File: src/rtl/instr_fetch_unit_if.sv
// Bundle of the fetch-unit signals: the start strobe, the instruction-memory read
// port, and the decode/execute handshake.
//   master : the fetch unit. Drives the memory address/strobe, the instruction,
//            the PC values and the status.
//   slave  : the environment (memory, decode/execute, branch unit).
// PC, PC_new and PC_incremented keep their architectural capitalisation.
interface instr_fetch_unit_if #(
    parameter int unsigned IMEM_DEPTH = 1024
);
    localparam int unsigned AW = $clog2(IMEM_DEPTH);

    logic          start;
    logic [AW-1:0] imem_addr;
    logic          imem_rd_en;
    logic [31:0]   imem_rdata;
    logic [31:0]   instr;
    logic          instr_valid;
    logic          exec_done;
    logic [31:0]   PC_new;
    logic [31:0]   PC;
    logic [31:0]   PC_incremented;
    logic          halted;
    logic          fault;
    logic [31:0]   retired;

    modport master (
        input  start, imem_rdata, exec_done, PC_new,
        output imem_addr, imem_rd_en, instr, instr_valid,
               PC, PC_incremented, halted, fault, retired
    );

    modport slave (
        output start, imem_rdata, exec_done, PC_new,
        input  imem_addr, imem_rd_en, instr, instr_valid,
               PC, PC_incremented, halted, fault, retired
    );
endinterface

File: src/rtl/instr_fetch_unit.sv
// PC and instruction-fetch stage of the single-cycle KGP-RISC datapath.
// The unit runs IDLE -> FETCH -> WAIT -> EXEC and returns to FETCH for each
// instruction. On a halt instruction or an illegal branch target it goes to HALT,
// which it leaves only on reset.
//   clk, rst      : clock and synchronous active-low reset.
//   bus (master)  : start; imem_addr/imem_rd_en/imem_rdata (synchronous-read
//                   memory, data arrives the cycle after the strobe);
//                   instr/instr_valid/exec_done/PC_new (execute handshake);
//                   PC, PC_incremented, halted, fault, retired.
module instr_fetch_unit #(
    parameter int unsigned IMEM_DEPTH = 1024,
    parameter logic [31:0] RESET_PC   = 32'h0000_0000,
    parameter logic [31:0] HALT_INSTR = 32'hFFFF_FFFF,
    localparam int unsigned AW        = $clog2(IMEM_DEPTH)
) (
    input logic                 clk,
    input logic                 rst,
    instr_fetch_unit_if.master  bus
);
    typedef enum logic [2:0] {IDLE, FETCH, WAIT, EXEC, HALT} state_e;

    state_e        state_q, state_d;
    logic [31:0]   pc_q, pc_d;
    logic [31:0]   retired_q, retired_d;
    logic [31:0]   instr_q, instr_d;
    logic          halted_q, halted_d;
    logic          fault_q, fault_d;
    logic          rd_en_q, rd_en_d;
    logic          valid_q, valid_d;
    logic [AW-1:0] addr_q, addr_d;
    logic          target_bad;

    // A target is illegal if it is misaligned or if it points past the end of
    // the instruction memory.
    assign target_bad = (bus.PC_new[1:0] != 2'b00) ||
                        ({2'b00, bus.PC_new[31:2]} >= 32'(IMEM_DEPTH));

    always_comb begin
        state_d   = state_q;
        pc_d      = pc_q;
        retired_d = retired_q;
        instr_d   = instr_q;
        halted_d  = halted_q;
        fault_d   = fault_q;
        case (state_q)
            IDLE:  if (bus.start) state_d = FETCH;
            FETCH: state_d = WAIT;
            WAIT: begin
                if (bus.imem_rdata == HALT_INSTR) begin
                    state_d  = HALT;
                    halted_d = 1'b1;
                end else begin
                    instr_d = bus.imem_rdata;
                    state_d = EXEC;
                end
            end
            EXEC: begin
                if (bus.exec_done) begin
                    // On a faulting target the PC still takes PC_new, so that
                    // the bad target can be seen when debugging.
                    pc_d      = bus.PC_new;
                    retired_d = retired_q + 32'd1;
                    if (target_bad) begin
                        state_d  = HALT;
                        halted_d = 1'b1;
                        fault_d  = 1'b1;
                    end else begin
                        state_d = FETCH;
                    end
                end
            end
            default: state_d = HALT;
        endcase
        // Outputs are registered from the next state. This puts them in step
        // with the state they describe.
        rd_en_d = (state_d == FETCH);
        valid_d = (state_d == EXEC);
        addr_d  = (state_d == FETCH) ? pc_d[AW+1:2] : addr_q;
    end

    always_ff @(posedge clk) begin
        if (!rst) begin
            state_q   <= IDLE;
            pc_q      <= RESET_PC;
            retired_q <= 32'd0;
            instr_q   <= 32'd0;
            halted_q  <= 1'b0;
            fault_q   <= 1'b0;
            rd_en_q   <= 1'b0;
            valid_q   <= 1'b0;
            addr_q    <= RESET_PC[AW+1:2];
        end else begin
            state_q   <= state_d;
            pc_q      <= pc_d;
            retired_q <= retired_d;
            instr_q   <= instr_d;
            halted_q  <= halted_d;
            fault_q   <= fault_d;
            rd_en_q   <= rd_en_d;
            valid_q   <= valid_d;
            addr_q    <= addr_d;
        end
    end

    assign bus.imem_addr      = addr_q;
    assign bus.imem_rd_en     = rd_en_q;
    assign bus.instr          = instr_q;
    assign bus.instr_valid    = valid_q;
    assign bus.PC             = pc_q;
    assign bus.PC_incremented = pc_q + 32'd4;
    assign bus.halted         = halted_q;
    assign bus.fault          = fault_q;
    assign bus.retired        = retired_q;
endmodule

File: src/flat_wrapper.sv
// flat-port wrapper written by rule: the top's interface ports become plain ports
module instr_fetch_unit_flat 
#(
    parameter int unsigned IMEM_DEPTH = 1024,
    parameter logic [31:0] RESET_PC   = 32'h0000_0000,
    parameter logic [31:0] HALT_INSTR = 32'hFFFF_FFFF,
    localparam int unsigned AW        = $clog2(IMEM_DEPTH)
)
  (clk, rst, bus_start, bus_imem_rdata, bus_exec_done, bus_PC_new, bus_imem_addr, bus_imem_rd_en, bus_instr, bus_instr_valid, bus_PC, bus_PC_incremented, bus_halted, bus_fault, bus_retired);
  instr_fetch_unit_if #(.IMEM_DEPTH(IMEM_DEPTH)) bus_i ();
  input logic clk;
  input logic rst;
  input wire logic [$bits(bus_i.start)-1:0] bus_start;
  input wire logic [$bits(bus_i.imem_rdata)-1:0] bus_imem_rdata;
  input wire logic [$bits(bus_i.exec_done)-1:0] bus_exec_done;
  input wire logic [$bits(bus_i.PC_new)-1:0] bus_PC_new;
  output wire logic [$bits(bus_i.imem_addr)-1:0] bus_imem_addr;
  output wire logic [$bits(bus_i.imem_rd_en)-1:0] bus_imem_rd_en;
  output wire logic [$bits(bus_i.instr)-1:0] bus_instr;
  output wire logic [$bits(bus_i.instr_valid)-1:0] bus_instr_valid;
  output wire logic [$bits(bus_i.PC)-1:0] bus_PC;
  output wire logic [$bits(bus_i.PC_incremented)-1:0] bus_PC_incremented;
  output wire logic [$bits(bus_i.halted)-1:0] bus_halted;
  output wire logic [$bits(bus_i.fault)-1:0] bus_fault;
  output wire logic [$bits(bus_i.retired)-1:0] bus_retired;
  assign bus_i.start = bus_start;
  assign bus_i.imem_rdata = bus_imem_rdata;
  assign bus_i.exec_done = bus_exec_done;
  assign bus_i.PC_new = bus_PC_new;
  assign bus_imem_addr = bus_i.imem_addr;
  assign bus_imem_rd_en = bus_i.imem_rd_en;
  assign bus_instr = bus_i.instr;
  assign bus_instr_valid = bus_i.instr_valid;
  assign bus_PC = bus_i.PC;
  assign bus_PC_incremented = bus_i.PC_incremented;
  assign bus_halted = bus_i.halted;
  assign bus_fault = bus_i.fault;
  assign bus_retired = bus_i.retired;
  instr_fetch_unit #(.IMEM_DEPTH(IMEM_DEPTH), .RESET_PC(RESET_PC), .HALT_INSTR(HALT_INSTR)) u_core (.clk(clk), .rst(rst), .bus(bus_i));
endmodule
File: config.mk
export PLATFORM = sky130hd
export DESIGN_NAME = instr_fetch_unit_flat
export DESIGN_NICKNAME = d
export VERILOG_FILES = /design/src/rtl/instr_fetch_unit_if.sv /design/src/rtl/instr_fetch_unit.sv /design/src/flat_wrapper.sv
export SDC_FILE = /design/constraint.sdc
export NUM_CORES = 1
export LEC_CHECK = 0
export BUFFER_PORTS_ARGS = -buffer_cell sky130_fd_sc_hd__buf_2
export CORE_ASPECT_RATIO = 0.8
export CORE_UTILIZATION = 30
export DETAILED_ROUTE_END_ITERATION = 6
export PLACE_DENSITY = 0.6
export SLEW_MARGIN = 5
export SYNTH_ARGS = -nofsm -noshare
export SYNTH_HDL_FRONTEND = slang
export SYNTH_SLANG_ARGS = --single-unit
File: constraint.sdc
create_clock -name clk -period 4.05 [get_ports clk]
set_input_delay 0.6075 -clock clk [delete_from_list [all_inputs] [get_ports clk]]
set_output_delay 0.6075 -clock clk [all_outputs]
set_load 0.005 [all_outputs]
### Word level (Yosys, flattened, before mapping)

Cells that the tools add are included.

* shift operators: 0
* add/sub/neg operators: 2
* bitwise logic cells: 1
* eq/ne operators: 9
* reductions and logical operators: 8
* order comparisons: 1
* div/mod/pow operators: 0
* muxes and demuxes: 11
* $mul: 0

Operators with widths (count)
* adder 32 x 1 -> 32 bit (second input constant): 1
* adder 32 x 3 -> 32 bit (second input constant): 1
* equality test 32 bit (second input constant): 1
* greater-or-equal comparator 30 x 11 -> 1 bit (second input constant): 1
* 2-to-1 mux 12 bit: 2
* 2-to-1 mux 3 bit: 4
* one-hot mux 3 bit (4 select lines): 1
* equality test 3 x 2 -> 1 bit (second input constant): 3
* equality test 3 x 1 -> 1 bit (second input constant): 2
* inequality test 2 x 1 -> 1 bit (second input constant): 2
* AND reduction 2 bit: 2
* AND reduction 4 bit: 1
* nonzero test 2 bit: 2
* logical NOT 3 bit: 1
* 2-to-1 mux 1 bit: 3
* AND reduction 3 bit: 1
* inequality test 2 bit (second input constant): 1
* one-hot mux 1 bit (2 select lines): 1
* logical OR 1 bit: 1
* inverter 1 bit: 1

* bits in read-only memories: 0
* logic and storage cells: 42
* bits in latches: 0
* memory bits (writable): 0
* output and inout bits: 142
* memories: 0
* register bits: 113
* bits of input ports: 68

### Longest topological paths before layout

Gate-level depths: netlist of the first run.

* depth in word-level cells: 6
* depth in mapped cells: 8
* depth with buffers taken out: 5

### Least setup slack after synthesis of the first run

Ideal clock, no wire load.

* kind: reg-to-output
* from: reg u_core.pc_q[4], in the netlist u_core.bus.PC[4]
* to: out bus_PC_incremented[21]
* buffers on the path: 0
* cell stages (with the launch flop): 6
* setup slack: 1811 ps
* arrival time: 1632 ps
* cell sequence: dfxtp_1 and4_1 nand4_1 nor3_1 nand4_1 xnor2_1

* longest elaborated chain between the ends: 1

RTL lines
* start, declared: RTL line instr_fetch_unit.sv:23 `logic [31:0] pc_q, pc_d;`
* start signal, assigned: RTL line instr_fetch_unit.sv:94 `pc_q <= pc_d;`
* adder 32 x 3 -> 32 bit: RTL line instr_fetch_unit.sv:110 `assign bus.PC_incremented = pc_q + 32'd4;`
* end, declared: RTL line flat_wrapper.sv:22 `output wire logic [$bits(bus_i.PC_incremented)-1:0] bus_PC_incremented;`

No other way between the ends.

### Worst setup path after layout of the first run

* from: reg u_core.pc_q[6], in the netlist u_core.bus.PC[6]
* to: out bus_PC_incremented[25]

Same word-level chain as after synthesis.

==> results of run 1 <==
## per-layer routing
layer,GRT usage (%),vias up
met2,26.0,202
met4,5.92,0
met3,5.54,16
met5,0,-
met1,22.4,2112
li1,-,2404
## cell type report
class,instances,area share (%)
multi-input cells,425,37.7
flip-flops and latches,113,33.1
repair buffers,214,15.9
clock buffers,20,6.54
well taps,215,3.94
clock inverters,10,2.36
inverters,9,0.494
## critical path, cell delays in order, from the launching register on
cell     delay (ns)
dfxtp_1        0.44
and4_1         0.29
nand4_1        0.39
nor3_1         0.51
nand4_1        0.17
xnor2_1        0.16
buf_2          0.13
## power by group through the flow
| stage | clock (uW) | combinational (uW) | sequential [uW] |
|---|---|---|---|
| finish | 1540 | 209 | 1170 |
| global route | 1640 | 234 | 1170 |
| CTS | 1590 | 212 | 1170 |
| detailed placement | 0 | 212 | 1190 |
| global placement | 0 | 213 | 1190 |
| floorplan | 0 | 117 | 1190 |
## metrics by stage
| stage | setup WS (ns) | std cells | total power, uW | hold WS, ns |
|---|---|---|---|---|
| finish | 0.950 | 1006 | 2920 | 0.453 |
| detailed placement | 1.20 | 976 | 1400 | 0.448 |
| CTS | 0.972 | 1006 | 2970 | 0.429 |
| global placement | 1.23 | 976 | 1400 | 0.446 |
| floorplan | 1.81 | 578 | 1300 | 0.464 |
| global route | 0.820 | 1006 | 3040 | 0.441 |
## how the worst max path moves through the flow
stage                       start                       to  slack [ns]  depth (start not counted)
6_report         u_core.bus.PC[6]   bus_PC_incremented[25]        0.95                          6
5_1_grt          u_core.bus.PC[5]   bus_PC_incremented[21]        0.82                          6
4_1_cts          u_core.bus.PC[4]   bus_PC_incremented[25]        0.97                          6
3_5_place_dp   bus_imem_rdata[17]  u_core.bus.imem_addr[3]        1.20                          6
3_3_place_gp   bus_imem_rdata[17]  u_core.bus.imem_addr[2]        1.23                          6
2_1_floorplan    u_core.bus.PC[4]   bus_PC_incremented[21]        1.81                          5
## cells in the mapped netlist (2+ instances only)
library cell | n | share of area (%)
a21oi_1 | 44 | 4.4
and2_1 | 13 | 1.6
and3_1 | 4 | 0.50
and4_1 | 7 | 1.2
buf_2 | 5 | 0.50
buf_4 | 5 | 0.75
clkbuf_1 | 20 | 1.5
dfxtp_1 | 113 | 45
ha_1 | 2 | 0.50
inv_1 | 9 | 0.67
mux2_1 | 10 | 2.2
mux2i_1 | 32 | 6.4
nand2_1 | 87 | 6.5
nand2b_1 | 3 | 0.37
nand3_1 | 20 | 2.0
nand4_1 | 19 | 2.4
nor2_1 | 62 | 4.6
nor3_1 | 13 | 1.3
nor3b_1 | 2 | 0.30
nor4_1 | 18 | 2.2
o21a_1 | 3 | 0.45
o21ai_0 | 6 | 0.60
o31ai_1 | 5 | 0.75
or3_1 | 7 | 0.87
or3_4 | 2 | 0.45
or4_1 | 5 | 0.75
xnor2_1 | 38 | 6.6
xor2_1 | 10 | 1.7
## cells by family (layout without fill, tap and decap cells)
| logic type | after synthesis | after routing |
|---|---|---|
| multiplexers | 42 | 42 |
| AO/OA/AOI/OAI | 63 | 63 |
| adder cells (fa/ha/maj) | 2 | 2 |
| flip-flops | 113 | 113 |
| AND/OR/NAND/NOR | 270 | 270 |
| XOR/XNOR | 48 | 48 |
| buffers and inverters | 40 | 253 |
## flip-flops by register name, summed over array words and instances (netlist names)
name                    count
u_core.bus.PC              32
u_core.bus.fault            1
u_core.bus.halted           1
u_core.bus.imem_addr       10
u_core.bus.imem_rd_en       1
u_core.bus.instr           32
u_core.bus.instr_valid      1
u_core.bus.retired         32
u_core.state_q              3
==> metrics.yaml, run 1 <==
power_and_ir_drop:
  clkPwrFrac_pct: 52.8
  power.internal_uw: 2280
  p_switching_uw: 645
  comb_power_share_pct: 7.2
  swShare_pct: 22.1
  powerDensity_mw_per_mm2: 427
  power.leakage_uw: 0.00297
  ir_worst_vdd_mv: 0.245
  seqPwrFrac_pct: 40.0
worst_setup_path:
  cp_max_fo: 9
  crit_type: "register to output port"
  reg2reg_slack_ns: 1.54
  rr_worst_depth: 6
  arrival_ns: 2.49
  reg2reg_from: "u_core.state_q[0]"
  cp_data_required_time_ns: 3.44
  crit_path_start_kind: "register"
  regToRegEndpoint: "u_core.bus.retired[31]"
  critPathCaptureType: "output port"
worst_hold_path:
  min_from: "bus_imem_rdata[9]"
  min_path_cells: 3
  holdCritPathClass: "primary input to register"
  hold_path_end: "u_core.bus.instr[9]"
clock_network:
  clockBufferDepth: 2
  h-tree-depth: 4
  cts_made_buffers: 17
  cts_hold_buf: 0
  tritoncts: "built"
  clock_latency_ns: 0.40
  post_cts_buffers: 0
  clock-sinks: 113
  cts_resized: 0
  path_clk_slew_ns: 0.05
  root_buffer: "clkbuf_16"
routing:
  detail-route-antenna-nets: 0
  viasPerCell: 4.71
  vias: 4734
  drc_errors: 0
  wl_um: 14600
  highest_layer: "met4"
  drtIter0Drc: 191
  dr_wl_met2_um: 6360
  drt-met1-wl_um: 6910
  met3_length_um: 1120
  routedWlPerCell_um: 14.5
  first_pass_iters: 5
synthesis:
  yosys_warnings: 0
  synth-compound-area-share_pct: 7.01
  synth-seq-area-share_pct: 45.1
  synth_nets: 648
  ys.flop_type: "dfxtp_1"
  ys_ff_latch: 113
  postSynthCellCount: 578
  synthArstFlopShare_pct: 0
  ys_types: 42
  synth.cell_area_mm2: 0.00501
  synth-simple-area-share_pct: 26.7
  synthAdderAreaFrac_pct: 0.499
  synth_xor_xnor_area_share_pct: 8.38
  muxShareOfSynthArea_pct: 8.63
  synth-edff-count: 0
  syn-mean-instance-area_um2: 8.68
  synth_top_family_by_area: "simple AND/OR/NAND/NOR gates"
layout:
  antenna_cells: 0
  finalNetCount: 850
  n_fill_cell: 1593
  areaGrowthSynthToFinish_pct: 36.3
  final_area_mm2: 0.00683
  mostFrequentLayoutCell: "buf_2"
  drive_above_1_share_pct: 31.6
  fin_util_pct: 42.6
  ff_latch_area_mm2: 0.00226
  layout_common_cells: "buf_2, dfxtp_1, nand2_1"
  multi_input_area_mm2: 0.00258
timing:
  fmax_ghz: 0.323
  rsz0062_at_grt: "no"
  finalClockSkew_ns: 0.00604
  fin_tns_setup_ns: 0
  hold_violations: 0
  worst_pin_slew_ns: 0.882
  setup_viol: 0
  slew_violations: 0
  finalCritPeriodShare_pct: 76.5
  relSlewSlack_pct: 40.7
  period_minus_slack_ns: 3.10
die:
  core-area_mm2: 0.0161
  ios: 210
  die_area_mm2: 0.0172
  start_util_pct: 31.2
  rows: 41
  die_h_um: 118
  die_x_um: 147
grt:
  grt_usage_pct: 17.0
  grt_max_degree: 44
  gr-total-overflow: 0
  grt_pass1_vias: 4298
  grt_pass1_wl_um: 22900
  antenna_found_initial: 1
placement:
  gp_congestion: 0.908
  io_buffers: 209
  hpwlAfterDp_um: 10700
  placed_area_mm2: 0.00623
run_status:
  status: "complete, no violations"
run:
  drv_cap: 0
No activity file was read; power rests on OpenSTA's default activity.
==> run 2, diff against run 1 <==
- clock period: 4.05 -> 3.05 ns (I/O delays scaled with it)
==> run 2 against run 1 <==
Effect of this change:
- global-route usage up 0.14 points
- utilization up 0.59 points
- sequential share of layout area down 0.45 points
- final cell count up 0.89%
- via count up 0.57%
- clock power up 38%
- flip-flop and latch count unchanged
- first-iteration DRC count down 17%
- die area unchanged
==> metrics.yaml, run 2 (same netlist as run 1, synthesis figures left out) <==
die:
  rows: 41  # unchanged
  die_h_um: 118  # unchanged
  ios: 210  # unchanged
  core-area_mm2: 0.0161  # unchanged
  die_area_mm2: 0.0172  # unchanged
  start_util_pct: 31.2  # unchanged
  die_x_um: 147  # unchanged
worst_setup_path:
  cp_max_fo: 7  # -2
  slowest_stage: "dfxtp_1"
  path_buf_inv: 1  # unchanged
  cp_data_required_time_ns: 2.59  # -0.85 ns
  crit_path_start_kind: "register"
  crit_type: "register to output port"
  cpPeakStageDelay_ns: 0.46  # -0.05 ns
  arrival_ns: 2.32  # -0.17 ns
  critical_path.cell_chain: "and4_1, nand3_1, or2_2, nor3_1, xor2_1, buf_2"
  cp_top_family: "simple AND/OR/NAND/NOR gates"
  critPathCaptureType: "output port"
grt:
  gr-total-overflow: 0  # unchanged
  grt_pass1_wl_um: 23200  # +1.1%
  grt_pass1_vias: 4534  # +5.5%
  antenna_found_initial: 0  # -1
  grt_usage_pct: 17.2  # +0.14 points
  grt_max_degree: 57  # +30%
clock_network:
  cts_made_buffers: 17  # unchanged
  clockBufferDepth: 2  # unchanged
  path_clk_slew_ns: 0.06  # about the same
  cts_resized: 0  # unchanged
  clock_latency_ns: 0.41  # about the same
  cts_hold_buf: 0  # unchanged
  root_buffer: "clkbuf_16"
  tritoncts: "built"
  post_cts_buffers: 0  # unchanged
  h-tree-depth: 4  # unchanged
  clock-sinks: 113  # unchanged
power_and_ir_drop:
  ir_worst_vdd_mv: 0.360  # +47%
  p_total_uw: 3950  # +35%
  power.leakage_uw: 0.00303  # +2.0%
  powerDensity_mw_per_mm2: 570  # +33%
layout:
  n_fill_cell: 1666  # +4.6%
  fin_util_pct: 43.2  # +0.59 points
  drive_above_1_share_pct: 32.6  # +1.0 points
  finalNetCount: 857  # +0.82%
  areaGrowthSynthToFinish_pct: 38.2
  multi_input_area_mm2: 0.00258  # unchanged
  mostFrequentLayoutCell: "buf_2"
  ff_latch_area_mm2: 0.00226  # unchanged
  layout_common_cells: "buf_2, dfxtp_1, nand2_1"
  antenna_cells: 0  # unchanged
timing:
  worst_pin_slew_ns: 0.760  # -0.121 ns
  relSlewSlack_pct: 49.2  # +8.6 points
  fin_tns_setup_ns: 0  # unchanged
  hold_violations: 0  # unchanged
  setup_viol: 0  # unchanged
  period_minus_slack_ns: 2.77
  finalClockSkew_ns: 0.0117  # +0.00570 ns
  fmax_ghz: 0.361
  slew_violations: 0  # unchanged
  rsz0062_at_grt: "no"
  finalCritPeriodShare_pct: 90.9
routing:
  first_pass_iters: 4  # -1
  viasPerCell: 4.69  # -0.32%
  drtIter0Drc: 159  # -17%
  wl_um: 14500  # -0.77%
  detail-route-antenna-nets: 0  # unchanged
  vias: 4761  # +0.57%
  drc_errors: 0  # unchanged
  routedWlPerCell_um: 14.2  # -1.6%
run_status:
  status: "complete, no violations"
placement:
  gp_congestion: 0.896  # -1.4%
  hpwlAfterDp_um: 10700  # +0.19%
  io_buffers: 209  # unchanged
run:
  drv_cap: 0  # unchanged
worst_hold_path:
  holdCritPathClass: "primary input to register"
## run 2: cell count changes in the layout (fill, tap and decap cells not counted)
| cell | previous run | this run |
|---|---|---|
| buf_12 | 0 | 1 |
| buf_4 | 5 | 11 |
| clkbuf_1 | 2 | 0 |
| clkbuf_8 | 1 | 2 |
| clkinv_2 | 2 | 3 |
| clkinv_4 | 1 | 4 |
| clkinvlp_4 | 3 | 2 |
## run 2: tightest hold or removal path, delay by kind of cell
kind / cells / cell delay, ns
compound gates: 1 / 0.05
buf+inv: 1 / 0.10
simple gates: 1 / 0.05
## run 2: where the power goes
part / internal (uW) / leakage [uW] / total [uW] / switching, uW
Sequential: 1520 / 0.000913 / 1550 / 29.8
Combinational: 130 / 0.00181 / 279 / 150
Clock: 1410 / 0.000309 / 2120 / 710
Total: 3060 / 0.00303 / 3950 / 889
## run 2: layout make-up
cell class / count / share of cell area [%]
clock buffer: 19 / 6.54
inverter: 9 / 0.488
timing repair buffer: 221 / 16.6
tap: 215 / 3.88
sequential: 113 / 32.6
clock inverter: 13 / 2.67
multi-input combinational: 425 / 37.2
## run 2: final timing paths
check,slack [ns],depth (start not counted),from,end
min reg2reg,0.47,1,u_core.bus.halted,u_core.bus.halted
max reg2reg,0.90,5,u_core.state_q[0],u_core.bus.retired[31]
max,0.28,6,u_core.bus.PC[9],bus_PC_incremented[27]
min,0.30,3,bus_PC_new[0],u_core.bus.PC[0]
## run 2: through the flow
step / hold WS [ns] / instances / instance area (um2) / setup WS [ns]
final: 0.304 / 1015 / 6930 / 0.276
after global placement: 0.450 / 983 / 6290 / 0.566
after CTS: 0.282 / 1015 / 6930 / 0.269
after global routing: 0.291 / 1015 / 6930 / 0.125
after floorplan: 0.464 / 578 / 5010 / 0.961
after detailed placement: 0.453 / 983 / 6290 / 0.463
## run 2: routing by layer
| layer | part of all wire, % | GRT usage (%) | vias up |
|---|---|---|---|
| li1 | - | - | 2416 |
| met1 | 48 | 21.7 | 2145 |
| met2 | 43 | 26.9 | 186 |
| met3 | 7.6 | 6.09 | 14 |
| met4 | 1.2 | 5.99 | 0 |
| met5 | 0 | 0 | - |
